[src/rtl/msp_spi_master.sv]
// Half-duplex single-data-line SPI initiator that plays the MSP side of the ICE40 link.
// Sends a command, releases the line for a turnaround, then optionally reads a response.
module msp_spi_master #(
   parameter int CLK_DIV     = 4,
   parameter int MSG_LEN     = 64,
   parameter int RESP_LEN    = 64,
   parameter int TURN_CYCLES = 8
) (
   input  logic                clk,
   input  logic                rst_,
   input  logic                cmd_trigger,
   input  logic [MSG_LEN-1:0]  cmd_msg,
   input  logic                cmd_resp_en,
   output logic                cmd_ready,
   output logic                resp_done,
   output logic [RESP_LEN-1:0] resp_data,
   output logic                spi_clk,
   output logic                spi_data_out,
   output logic                spi_data_oe,
   input  logic                spi_data_in
);

   localparam int MAX1 = (MSG_LEN > RESP_LEN) ? MSG_LEN : RESP_LEN;
   localparam int MAXL = (MAX1 > TURN_CYCLES) ? MAX1 : TURN_CYCLES;
   localparam int BW   = $clog2(MAXL + 1);
   localparam int DW   = (CLK_DIV > 1) ? $clog2(CLK_DIV) : 1;

   localparam logic [DW-1:0] DIV_TOP  = DW'(CLK_DIV - 1);
   localparam logic [BW-1:0] MSG_TOP  = BW'(MSG_LEN - 1);
   localparam logic [BW-1:0] TURN_TOP = BW'(TURN_CYCLES - 1);
   localparam logic [BW-1:0] RESP_TOP = BW'(RESP_LEN - 1);

   typedef enum logic [2:0] {
      S_IDLE,
      S_TX,
      S_TURN,
      S_RX,
      S_DONE
   } state_t;

   state_t r_state;
   state_t w_next;

   logic [DW-1:0]       r_div;
   logic [BW-1:0]       r_bits;
   logic                r_sclk;
   logic                r_sdo;
   logic                r_oe;
   logic                r_done;
   logic                r_resp_en;
   logic [1:0]          r_sync;
   logic                r_samp;
   logic                r_last;
   logic [MSG_LEN-1:0]  r_tx;
   logic [RESP_LEN-1:0] r_rx;
   logic [RESP_LEN-1:0] r_resp;

   logic w_run;
   logic w_wrap;
   logic w_fall;
   logic w_rise;
   logic w_accept;

   assign w_run    = (r_state == S_TX) || (r_state == S_TURN) ||
                     (r_state == S_RX);
   assign w_wrap   = (r_div == DIV_TOP);
   assign w_fall   = w_run && w_wrap && r_sclk;
   assign w_rise   = w_run && w_wrap && !r_sclk;
   assign w_accept = (r_state == S_IDLE) && cmd_trigger;

   always_ff @(posedge clk or negedge rst_) begin
      if (!rst_) r_state <= S_IDLE;
      else       r_state <= w_next;
   end

   always_comb begin
      w_next = r_state;
      unique case (r_state)
         S_IDLE: if (cmd_trigger) w_next = S_TX;
         S_TX:   if (w_rise && r_bits == MSG_TOP) w_next = S_TURN;
         S_TURN: if (w_rise && r_bits == TURN_TOP)
                    w_next = r_resp_en ? S_RX : S_DONE;
         S_RX:   if (w_rise && r_bits == RESP_TOP) w_next = S_DONE;
         S_DONE: if (r_done) w_next = S_IDLE;
         default: w_next = S_IDLE;
      endcase
   end

   always_ff @(posedge clk or negedge rst_) begin
      if (!rst_) begin
         r_div     <= '0;
         r_bits    <= '0;
         r_sclk    <= 1'b1;
         r_sdo     <= 1'b1;
         r_oe      <= 1'b0;
         r_done    <= 1'b0;
         r_resp_en <= 1'b0;
         r_sync    <= '0;
         r_samp    <= 1'b0;
         r_last    <= 1'b0;
         r_tx      <= '0;
         r_rx      <= '0;
         r_resp    <= '0;
      end else begin
         r_sync <= {r_sync[0], spi_data_in};
         r_done <= (r_state == S_DONE) && w_wrap && !r_done;
         // sample one clk after the rise so the 2-flop sync has settled
         r_samp <= w_rise && (r_state == S_RX);
         r_last <= w_rise && (r_state == S_RX) && (r_bits == RESP_TOP);

         if (r_state == S_IDLE) r_div <= '0;
         else if (w_wrap)       r_div <= '0;
         else                   r_div <= r_div + 1'b1;

         if (w_run && w_wrap) r_sclk <= ~r_sclk;

         if (w_accept) begin
            r_tx      <= cmd_msg;
            r_resp_en <= cmd_resp_en;
            r_oe      <= 1'b1;
            r_bits    <= '0;
         end

         if (w_fall && r_state == S_TX) begin
            r_sdo <= r_tx[MSG_LEN-1];
            r_tx  <= {r_tx[MSG_LEN-2:0], 1'b0};
         end

         if (w_fall && r_state == S_TURN) begin
            r_oe  <= 1'b0;
            r_sdo <= 1'b1;
         end

         if (w_rise) begin
            if (w_next != r_state) r_bits <= '0;
            else                   r_bits <= r_bits + 1'b1;
         end

         if (r_samp) r_rx <= {r_rx[RESP_LEN-2:0], r_sync[1]};
         if (r_last) r_resp <= {r_rx[RESP_LEN-2:0], r_sync[1]};
      end
   end

   assign cmd_ready    = (r_state == S_IDLE);
   assign resp_done    = r_done;
   assign resp_data    = r_resp;
   assign spi_clk      = r_sclk;
   assign spi_data_out = r_sdo;
   assign spi_data_oe  = r_oe;

endmodule

[config.mk]
export PLATFORM = sky130hd
export DESIGN_NAME = msp_spi_master
export DESIGN_NICKNAME = d
export VERILOG_FILES = /design/src/rtl/msp_spi_master.sv
export SDC_FILE = /design/constraint.sdc
export NUM_CORES = 1
export LEC_CHECK = 0
export ABC_AREA = 1
export BUFFER_PORTS_ARGS = -buffer_cell sky130_fd_sc_hd__buf_2
export CORE_UTILIZATION = 40
export CTS_CLUSTER_SIZE = 28
export DETAILED_ROUTE_END_ITERATION = 8
export MAX_ROUTING_LAYER = met4
export PLACE_DENSITY = 0.66
export SYNTH_ARGS = -nofsm -noshare
export SYNTH_HDL_FRONTEND = slang
export SYNTH_SLANG_ARGS = --single-unit
[constraint.sdc]
create_clock -name clk -period 2.25 [get_ports clk]
set_input_delay 0.1125 -clock clk [delete_from_list [all_inputs] [get_ports clk]]
set_output_delay 0.1125 -clock clk [all_outputs]
set_load 0.01 [all_outputs]
==> impl_metrics.prom, run 1 <==
# TYPE chip_impl_metric gauge
chip_impl_info{name="outcome",value="finished clean"} 1
chip_impl_metric{name="synth.lib_cells_used.distinct",unit=""} 34
chip_impl_metric{name="worst_slew_pin_slew",unit="ns"} 0.633
chip_impl_metric{name="synth_seq_cells",unit=""} 212
chip_impl_info{name="timing.setup.critical_path_class",value="reg2reg"} 1
chip_impl_info{name="post-synth-top-area-cell",value="sky130_fd_sc_hd__dfrtp_1"} 1
chip_impl_metric{name="cts_num_sinks",unit=""} 212
chip_impl_metric{name="worst_slew_slack_as_a_fraction_of_its_limit",unit="%"} 57.7
chip_impl_metric{name="die_height",unit="um"} 150
chip_impl_metric{name="grt_antenna_before_repair",unit=""} 0
chip_impl_metric{name="timing.final.crit_share",unit="%"} 85.5
chip_impl_metric{name="antenna_nets_post_route",unit=""} 0
chip_impl_metric{name="area_growth",unit="%"} 27.3
chip_impl_info{name="cts.root.buffer_cell",value="sky130_fd_sc_hd__clkbuf_16"} 1
chip_impl_metric{name="yosysSeqAreaShare",unit="%"} 60.5
chip_impl_metric{name="post_layout_worst_setup_margin",unit="ns"} 0.327
chip_impl_metric{name="cts_htree_levels",unit=""} 1
chip_impl_metric{name="track_usage",unit="%"} 17.9
chip_impl_metric{name="via_count_of_the_first_global_routing_pass",unit=""} 6236
chip_impl_metric{name="dp_worst_setup_slack",unit="ns"} 0.435
chip_impl_info{name="worstSetupStartpointType",value="flip-flop"} 1
chip_impl_info{name="clock_tree_from_tritoncts",value="done"} 1
chip_impl_metric{name="p_leak",unit="uW"} 0.00547
chip_impl_metric{name="average_routed_wire_per_standard_cell",unit="um"} 14.7
chip_impl_metric{name="hold_violations",unit=""} 0
chip_impl_metric{name="die-width",unit="um"} 150
chip_impl_metric{name="synth_warnings",unit=""} 0
chip_impl_metric{name="peakVddDrop",unit="mV"} 0.498
chip_impl_metric{name="worstPathArrival",unit="ns"} 2.34
chip_impl_metric{name="post_synth_instance_area",unit="um2"} 8770
chip_impl_metric{name="clock-skew-final",unit="ns"} 0.0138
chip_impl_info{name="holdCritStartpoint",value="cmd_trigger"} 1
chip_impl_metric{name="power_frac_seq",unit="%"} 48.0
chip_impl_metric{name="pwr-share-comb",unit="%"} 3.1
chip_impl_metric{name="timing.final.crit_period",unit="ns"} 1.92
chip_impl_metric{name="detailedPlacementHpwl",unit="um"} 11700
chip_impl_metric{name="finish.net_count",unit=""} 1080
chip_impl_metric{name="initial_utilization",unit="%"} 41.2
chip_impl_info{name="critPathLaunch",value="r_state[2]$_DFF_PN0_"} 1
chip_impl_metric{name="dpl.cell_count",unit=""} 1192
chip_impl_info{name="timing.critical_path.slowest_stage_cell",value="sky130_fd_sc_hd__inv_2"} 1
chip_impl_info{name="final_common_cell",value="sky130_fd_sc_hd__dfrtp_1"} 1
chip_impl_metric{name="routed_wl",unit="um"} 19100
chip_impl_metric{name="worst_setup_hold_path_clk_slew",unit="ns"} 0.07
chip_impl_metric{name="ioPinCount",unit=""} 138
chip_impl_info{name="min-delay-path-class",value="in2reg"} 1
chip_impl_info{name="setup_repair_after_global_routing_missed_its_margin",value="no"} 1
chip_impl_metric{name="cellInternalPower",unit="uW"} 6310
chip_impl_metric{name="max_cap_viols",unit=""} 0
chip_impl_metric{name="synth_cells",unit=""} 813
chip_impl_metric{name="timing.final.setup_violations",unit=""} 0
chip_impl_metric{name="final_layout_size_suffix_gt1_share",unit="%"} 28.8
chip_impl_metric{name="cts.repair_timing.setup_buffer_count",unit=""} 0
chip_impl_metric{name="grt_pass1_wl",unit="um"} 31700
chip_impl_metric{name="first_iter_violations",unit=""} 374
chip_impl_metric{name="crit_path_max_incr_delay",unit="ns"} 0.48
chip_impl_metric{name="layout.cells.non_filler",unit=""} 1300
chip_impl_info{name="netlist_top_cells_area",value="sky130_fd_sc_hd__dfrtp_1 60%, sky130_fd_sc_hd__o211ai_2 4.1%, sky130_fd_sc_hd__mux2_2 4.1%"} 1
chip_impl_metric{name="clock_latency",unit="ns"} 0.51
chip_impl_metric{name="route.detailed.vias_per_inst",unit=""} 4.96
chip_impl_metric{name="globalRoute.totalOverflow",unit=""} 0
chip_impl_metric{name="sw_frac_of_total",unit="%"} 20.7
chip_impl_metric{name="drcViolationCount",unit=""} 0
chip_impl_metric{name="synth.net_count",unit=""} 884
chip_impl_metric{name="core.rowCount",unit=""} 53
chip_impl_metric{name="die_area",unit="um2"} 22500
chip_impl_metric{name="gp_routability_congestion",unit=""} 0.789
chip_impl_metric{name="syn_avg_cell_area",unit="um2"} 10.8
chip_impl_metric{name="drtPass1Iterations",unit=""} 6
chip_impl_info{name="worst_r2r_startpoint",value="r_state[2]$_DFF_PN0_"} 1
chip_impl_metric{name="report.final.slew_viol_count",unit=""} 0
chip_impl_metric{name="dr_total_vias",unit=""} 6450
chip_impl_metric{name="critPathMaxFanout",unit=""} 32
chip_impl_metric{name="tritoncts.num_buffers",unit=""} 23
chip_impl_metric{name="clock_power_share",unit="%"} 48.9
chip_impl_metric{name="setup_total_negative_slack",unit="ns"} 0
chip_impl_metric{name="fmaxAchievable",unit="MHz"} 520
chip_impl_metric{name="power.net_switching",unit="uW"} 1640
chip_impl_info{name="timing.critical_path.to_type",value="flip-flop"} 1
chip_impl_info{name="timing.critical_path.mode_cell",value="sky130_fd_sc_hd__inv_2"} 1
chip_impl_metric{name="synth_top_area_share",unit="%"} 59.9
chip_impl_metric{name="power-per-cell-area",unit="nW/um2"} 712
chip_impl_info{name="path_cells",value="inv_2 > nand2_2 > nor2_1 > nand3_4 > inv_2 > a22oi_1 > o21ai_0"} 1
chip_impl_metric{name="largest_net_degree_at_the_start_of_global_routing",unit=""} 85
chip_impl_metric{name="port_buffers",unit=""} 137
chip_impl_metric{name="core_region_area",unit="um2"} 21300
chip_impl_metric{name="number_of_antenna_cells_inserted",unit=""} 0
chip_impl_metric{name="crit_required",unit="ns"} 2.66
chip_impl_info{name="highest_count_cells_in_the_layout_ignoring_fill_and_taps",value="208 x sky130_fd_sc_hd__dfrtp_1, 136 x sky130_fd_sc_hd__buf_2, 89 x sky130_fd_sc_hd__nand2_1"} 1
chip_impl_metric{name="cts_buffer_depth",unit=""} 3
## metal layers
metal	track usage, %	share of wire (%)	vias up	wire length [um]
li1	-	-	3126	-
met1	24.4	46	3125	8840
met2	27.8	47	163	8960
met3	3.12	5.0	36	957
met4	4.44	1.9	0	371
met5	-	0	-	0
## worst paths after layout
| kind | end | slack (ns) | depth (start not counted) |
|---|---|---|---|
| max | r_tx[33]$_DFFE_PN0P_ | 0.33 | 7 |
| min | r_tx[20]$_DFFE_PN0P_ | 0.14 | 5 |
| max reg2reg | r_tx[33]$_DFFE_PN0P_ | 0.33 | 7 |
| min reg2reg | r_sync[1]$_DFF_PN0_ | 0.35 | 0 |
| max in group asynchronous | spi_clk$_DFFE_PN1N_ | 1.25 | 3 |
| min in group asynchronous | resp_data[12]$_DFFE_PN0P_ | 0.18 | 2 |
## flip-flops by register name, summed over array words and instances (netlist names), 2 cells and up
register   cells
r_bits         7
r_div          2
r_rx          63
r_state        3
r_sync         2
r_tx          64
resp_data     64
## critical path, delay by kind of cell (launching register included)
kind	cells	cell delay, ns
AO/OA/AOI/OAI	2	0.35
buffers and inverters	2	0.58
flip-flops	1	0.47
AND/OR/NAND/NOR	3	0.41
## cells by family (layout without fill, tap and decap cells)
kind of cell	after synthesis	count (layout)	synth area share, %
and+or+nand+nor	236	236	13.3
DFF	212	212	60.5
AOI/OAI and AO/OA	196	196	14.7
buffers and inverters	133	345	6.92
muxes	32	32	4.11
adders and majority gates	2	2	0.285
xor gates and xnor gates	2	2	0.200
## power by group through the flow
stage          Combinational [uW]  Sequential (uW)  Clock, uW
6_report                      245             3810       3890
5_1_grt                       273             3810       4150
4_1_cts                       244             3810       3990
3_5_place_dp                  155             3880          0
3_3_place_gp                  156             3880          0
2_1_floorplan               0.594             3890          0
## synth_stat cells, drive strengths merged
library cell,n
a22oi,32
clkbuf,14
o211ai,32
buf,34
xnor2,1
nand4,5
o22ai,1
o21ai,66
dfrtp,210
nand2,97
xor2,1
dfstp,2
inv,85
nor3,2
nor2,79
nor4,1
mux2,32
a21oi,64
o31ai,1
ha,2
nand3,52
## through the flow
stage	utilization, %	hold WS (ns)	total power (uW)	cell area [um2]
finish	52.5	0.142	7950	11200
global route	52.5	0.165	8230	11200
CTS	52.5	0.129	8050	11200
floorplan	-	-0.183	3890	8770
global placement	45.6	0.162	4040	9710
detailed placement	45.6	0.150	4040	9710
## cell type report
cell class	count	area (um2)
well taps	275	344
repair buffers	219	1540
fillers	1810	10100
flip-flops and latches	212	5320
multi-input cells	468	2870
clock inverters	9	134
inverters	85	319
clock buffers	32	649
## timing repair
action,in CTS,in global routing
endpoints found under the hold margin,144,0
endpoints found under the setup margin,0,0
gates resized for setup,0,0
hold buffers,67,0
(Power assumes the default switching activity.)
==> run 2, diff against run 1 <==
- GPL_ROUTABILITY_DRIVEN: not set -> 0
- clock period: 2.25 -> 2.2 ns (I/O delays scaled with it)
==> impl_metrics.prom, run 2 (synthesis results as in run 1) <==
# TYPE chip_impl_metric gauge
chip_impl_metric{name="drtPass1Iterations",unit=""} 5
chip_impl_metric{name="worst_slew_slack_as_a_fraction_of_its_limit",unit="%"} 56.1
chip_impl_metric{name="die-width",unit="um"} 150
chip_impl_metric{name="clock_latency",unit="ns"} 0.52
chip_impl_metric{name="worst_slew_pin_slew",unit="ns"} 0.657
chip_impl_metric{name="port_buffers",unit=""} 137
chip_impl_metric{name="core.rowCount",unit=""} 53
chip_impl_info{name="cts.root.buffer_cell",value="sky130_fd_sc_hd__clkbuf_16"} 1
chip_impl_metric{name="worst_setup_hold_path_clk_slew",unit="ns"} 0.06
chip_impl_metric{name="detailedPlacementHpwl",unit="um"} 11600
chip_impl_metric{name="p_leak",unit="uW"} 0.00550
chip_impl_metric{name="cts_htree_levels",unit=""} 1
chip_impl_metric{name="placed_cell_area",unit="um2"} 9750
chip_impl_metric{name="report.final.slew_viol_count",unit=""} 0
chip_impl_metric{name="routed_wl",unit="um"} 19400
chip_impl_metric{name="largest_net_degree_at_the_start_of_global_routing",unit=""} 77
chip_impl_metric{name="area_growth",unit="%"} 28.0
chip_impl_metric{name="average_routed_wire_per_standard_cell",unit="um"} 14.8
chip_impl_info{name="timing.critical_path.slowest_stage_cell",value="sky130_fd_sc_hd__dfrtp_1"} 1
chip_impl_metric{name="finish.net_count",unit=""} 1083
chip_impl_metric{name="timing.final.setup_violations",unit=""} 0
chip_impl_metric{name="track_usage",unit="%"} 18.3
chip_impl_info{name="worst_r2r_startpoint",value="r_state[0]$_DFF_PN0_"} 1
chip_impl_metric{name="core_region_area",unit="um2"} 21300
chip_impl_metric{name="critPathMaxFanout",unit=""} 32
chip_impl_metric{name="final_core_util",unit="%"} 52.8
chip_impl_metric{name="number_of_antenna_cells_inserted",unit=""} 0
chip_impl_info{name="critPathLaunch",value="r_state[0]$_DFF_PN0_"} 1
chip_impl_metric{name="grt_pass1_wl",unit="um"} 32500
chip_impl_metric{name="max_cap_viols",unit=""} 0
chip_impl_metric{name="fin_hold_ws",unit="ns"} 0.163
chip_impl_info{name="setup_repair_after_global_routing_missed_its_margin",value="no"} 1
chip_impl_metric{name="worstPathArrival",unit="ns"} 2.23
chip_impl_metric{name="cts_num_sinks",unit=""} 212
chip_impl_metric{name="nFillCells",unit=""} 1828
chip_impl_metric{name="dr_total_vias",unit=""} 6534
chip_impl_info{name="final_common_cell",value="sky130_fd_sc_hd__dfrtp_1"} 1
chip_impl_metric{name="fmaxAchievable",unit="MHz"} 539
chip_impl_metric{name="tritoncts.num_buffers",unit=""} 24
chip_impl_metric{name="hold_violations",unit=""} 0
chip_impl_metric{name="die_area",unit="um2"} 22500
chip_impl_metric{name="drcViolationCount",unit=""} 0
chip_impl_metric{name="layout.cell_area.non_filler",unit="um2"} 11200
chip_impl_metric{name="grt_antenna_before_repair",unit=""} 0
chip_impl_metric{name="crit_required",unit="ns"} 2.57
chip_impl_metric{name="die_height",unit="um"} 150
chip_impl_info{name="worstSetupStartpointType",value="flip-flop"} 1
chip_impl_metric{name="clock-skew-final",unit="ns"} 0.0226
chip_impl_info{name="outcome",value="finished clean"} 1
chip_impl_metric{name="timing.final.crit_period",unit="ns"} 1.86
chip_impl_metric{name="dp_worst_setup_slack",unit="ns"} 0.358
chip_impl_metric{name="post_layout_worst_setup_margin",unit="ns"} 0.344
chip_impl_metric{name="cts_buffer_depth",unit=""} 3
chip_impl_metric{name="initial_utilization",unit="%"} 41.2
chip_impl_metric{name="antenna_nets_post_route",unit=""} 0
chip_impl_info{name="path_cells",value="inv_2 > nand2_4 > nor2_4 > nand2_4 > buf_4 > nand2_1 > buf_4 > o21ai_0"} 1
chip_impl_metric{name="crit_path_max_incr_delay",unit="ns"} 0.42
chip_impl_info{name="highest_count_cells_in_the_layout_ignoring_fill_and_taps",value="208 x sky130_fd_sc_hd__dfrtp_1, 136 x sky130_fd_sc_hd__buf_2, 89 x sky130_fd_sc_hd__nand2_1"} 1
chip_impl_metric{name="ioPinCount",unit=""} 138
chip_impl_metric{name="first_iter_violations",unit=""} 285
chip_impl_metric{name="cts.repair_timing.setup_buffer_count",unit=""} 0
chip_impl_metric{name="final_layout_size_suffix_gt1_share",unit="%"} 28.8
chip_impl_metric{name="power-per-cell-area",unit="nW/um2"} 731
chip_impl_metric{name="route.detailed.vias_per_inst",unit=""} 5.01
chip_impl_metric{name="via_count_of_the_first_global_routing_pass",unit=""} 6455
chip_impl_info{name="clock_tree_from_tritoncts",value="done"} 1
chip_impl_metric{name="timing.final.crit_share",unit="%"} 84.4
chip_impl_metric{name="globalRoute.totalOverflow",unit=""} 0
chip_impl_info{name="min-delay-path-class",value="in2async"} 1
chip_impl_metric{name="setup_total_negative_slack",unit="ns"} 0
chip_impl_info{name="timing.critical_path.to_type",value="flip-flop"} 1
chip_impl_info{name="timing.setup.critical_path_class",value="reg2reg"} 1
chip_impl_metric{name="peakVddDrop",unit="mV"} 0.539
-- run 2: cell count changes in the layout (fill, tap and decap cells not counted), sizes merged --
cell | previous run | this run
buf | 152 | 154
clkbuf | 32 | 35
clkinvlp | 1 | 0
inv | 87 | 85
clkinv | 3 | 6
-- run 2: stage by stage --
step	power (uW)	std cells
2_1_floorplan	3970	813
3_3_place_gp	4140	1194
3_5_place_dp	4130	1194
4_1_cts	8300	1305
5_1_grt	8510	1305
6_report	8210	1305
-- run 2: worst paths after layout --
kind,slack (ns),cells after the start,end
worst min register to register,0.35,0,r_sync[1]$_DFF_PN0_
worst max register to register,0.34,8,r_tx[49]$_DFFE_PN0P_
worst min-delay path,0.16,2,resp_data[10]$_DFFE_PN0P_
max in group asynchronous,1.23,3,spi_clk$_DFFE_PN1N_
worst max-delay path,0.34,8,r_tx[49]$_DFFE_PN0P_
min in group clk,0.18,4,r_state[0]$_DFF_PN0_
-- run 2: cell type report --
cell class                      count  area, um2  share of cell area [%]
Tap cell                          275        344                    3.06
Multi-Input combinational cell    468       2870                    25.5
Clock inverter                      9        135                    1.20
Inverter                           85        319                    2.84
Sequential cell                   212       5320                    47.3
Clock buffer                       35        672                    5.98
Timing Repair Buffer              221       1580                    14.1
-- run 2: power by group --
group          total, uW  switching, uW  internal (uW)
Combinational        255            123            133
Sequential          3900          0.601           3900
Clock               4050           1570           2480
-- run 2: critical path: cells and delay by family (launching register included) --
family | cells | cell delay [ns]
compound gates | 1 | 0.14
flops | 1 | 0.42
buf+inv | 3 | 0.69
simple gates | 4 | 0.46
-- run 2: metal layers --
metal	wire, um	global-route usage, %	vias to the layer above	share of wire (%)
met5	0	-	-	0
met4	353	4.60	0	1.8
met3	1020	3.36	35	5.3
met2	8950	28.3	199	46
met1	9050	25.1	3174	47
li1	-	-	3126	-
-- run 2: what timing repair did --
item                                   4_1_cts  5_1_grt
resized for setup                            0        0
hold buffers                                67        0
endpoints found under the hold margin      137        0
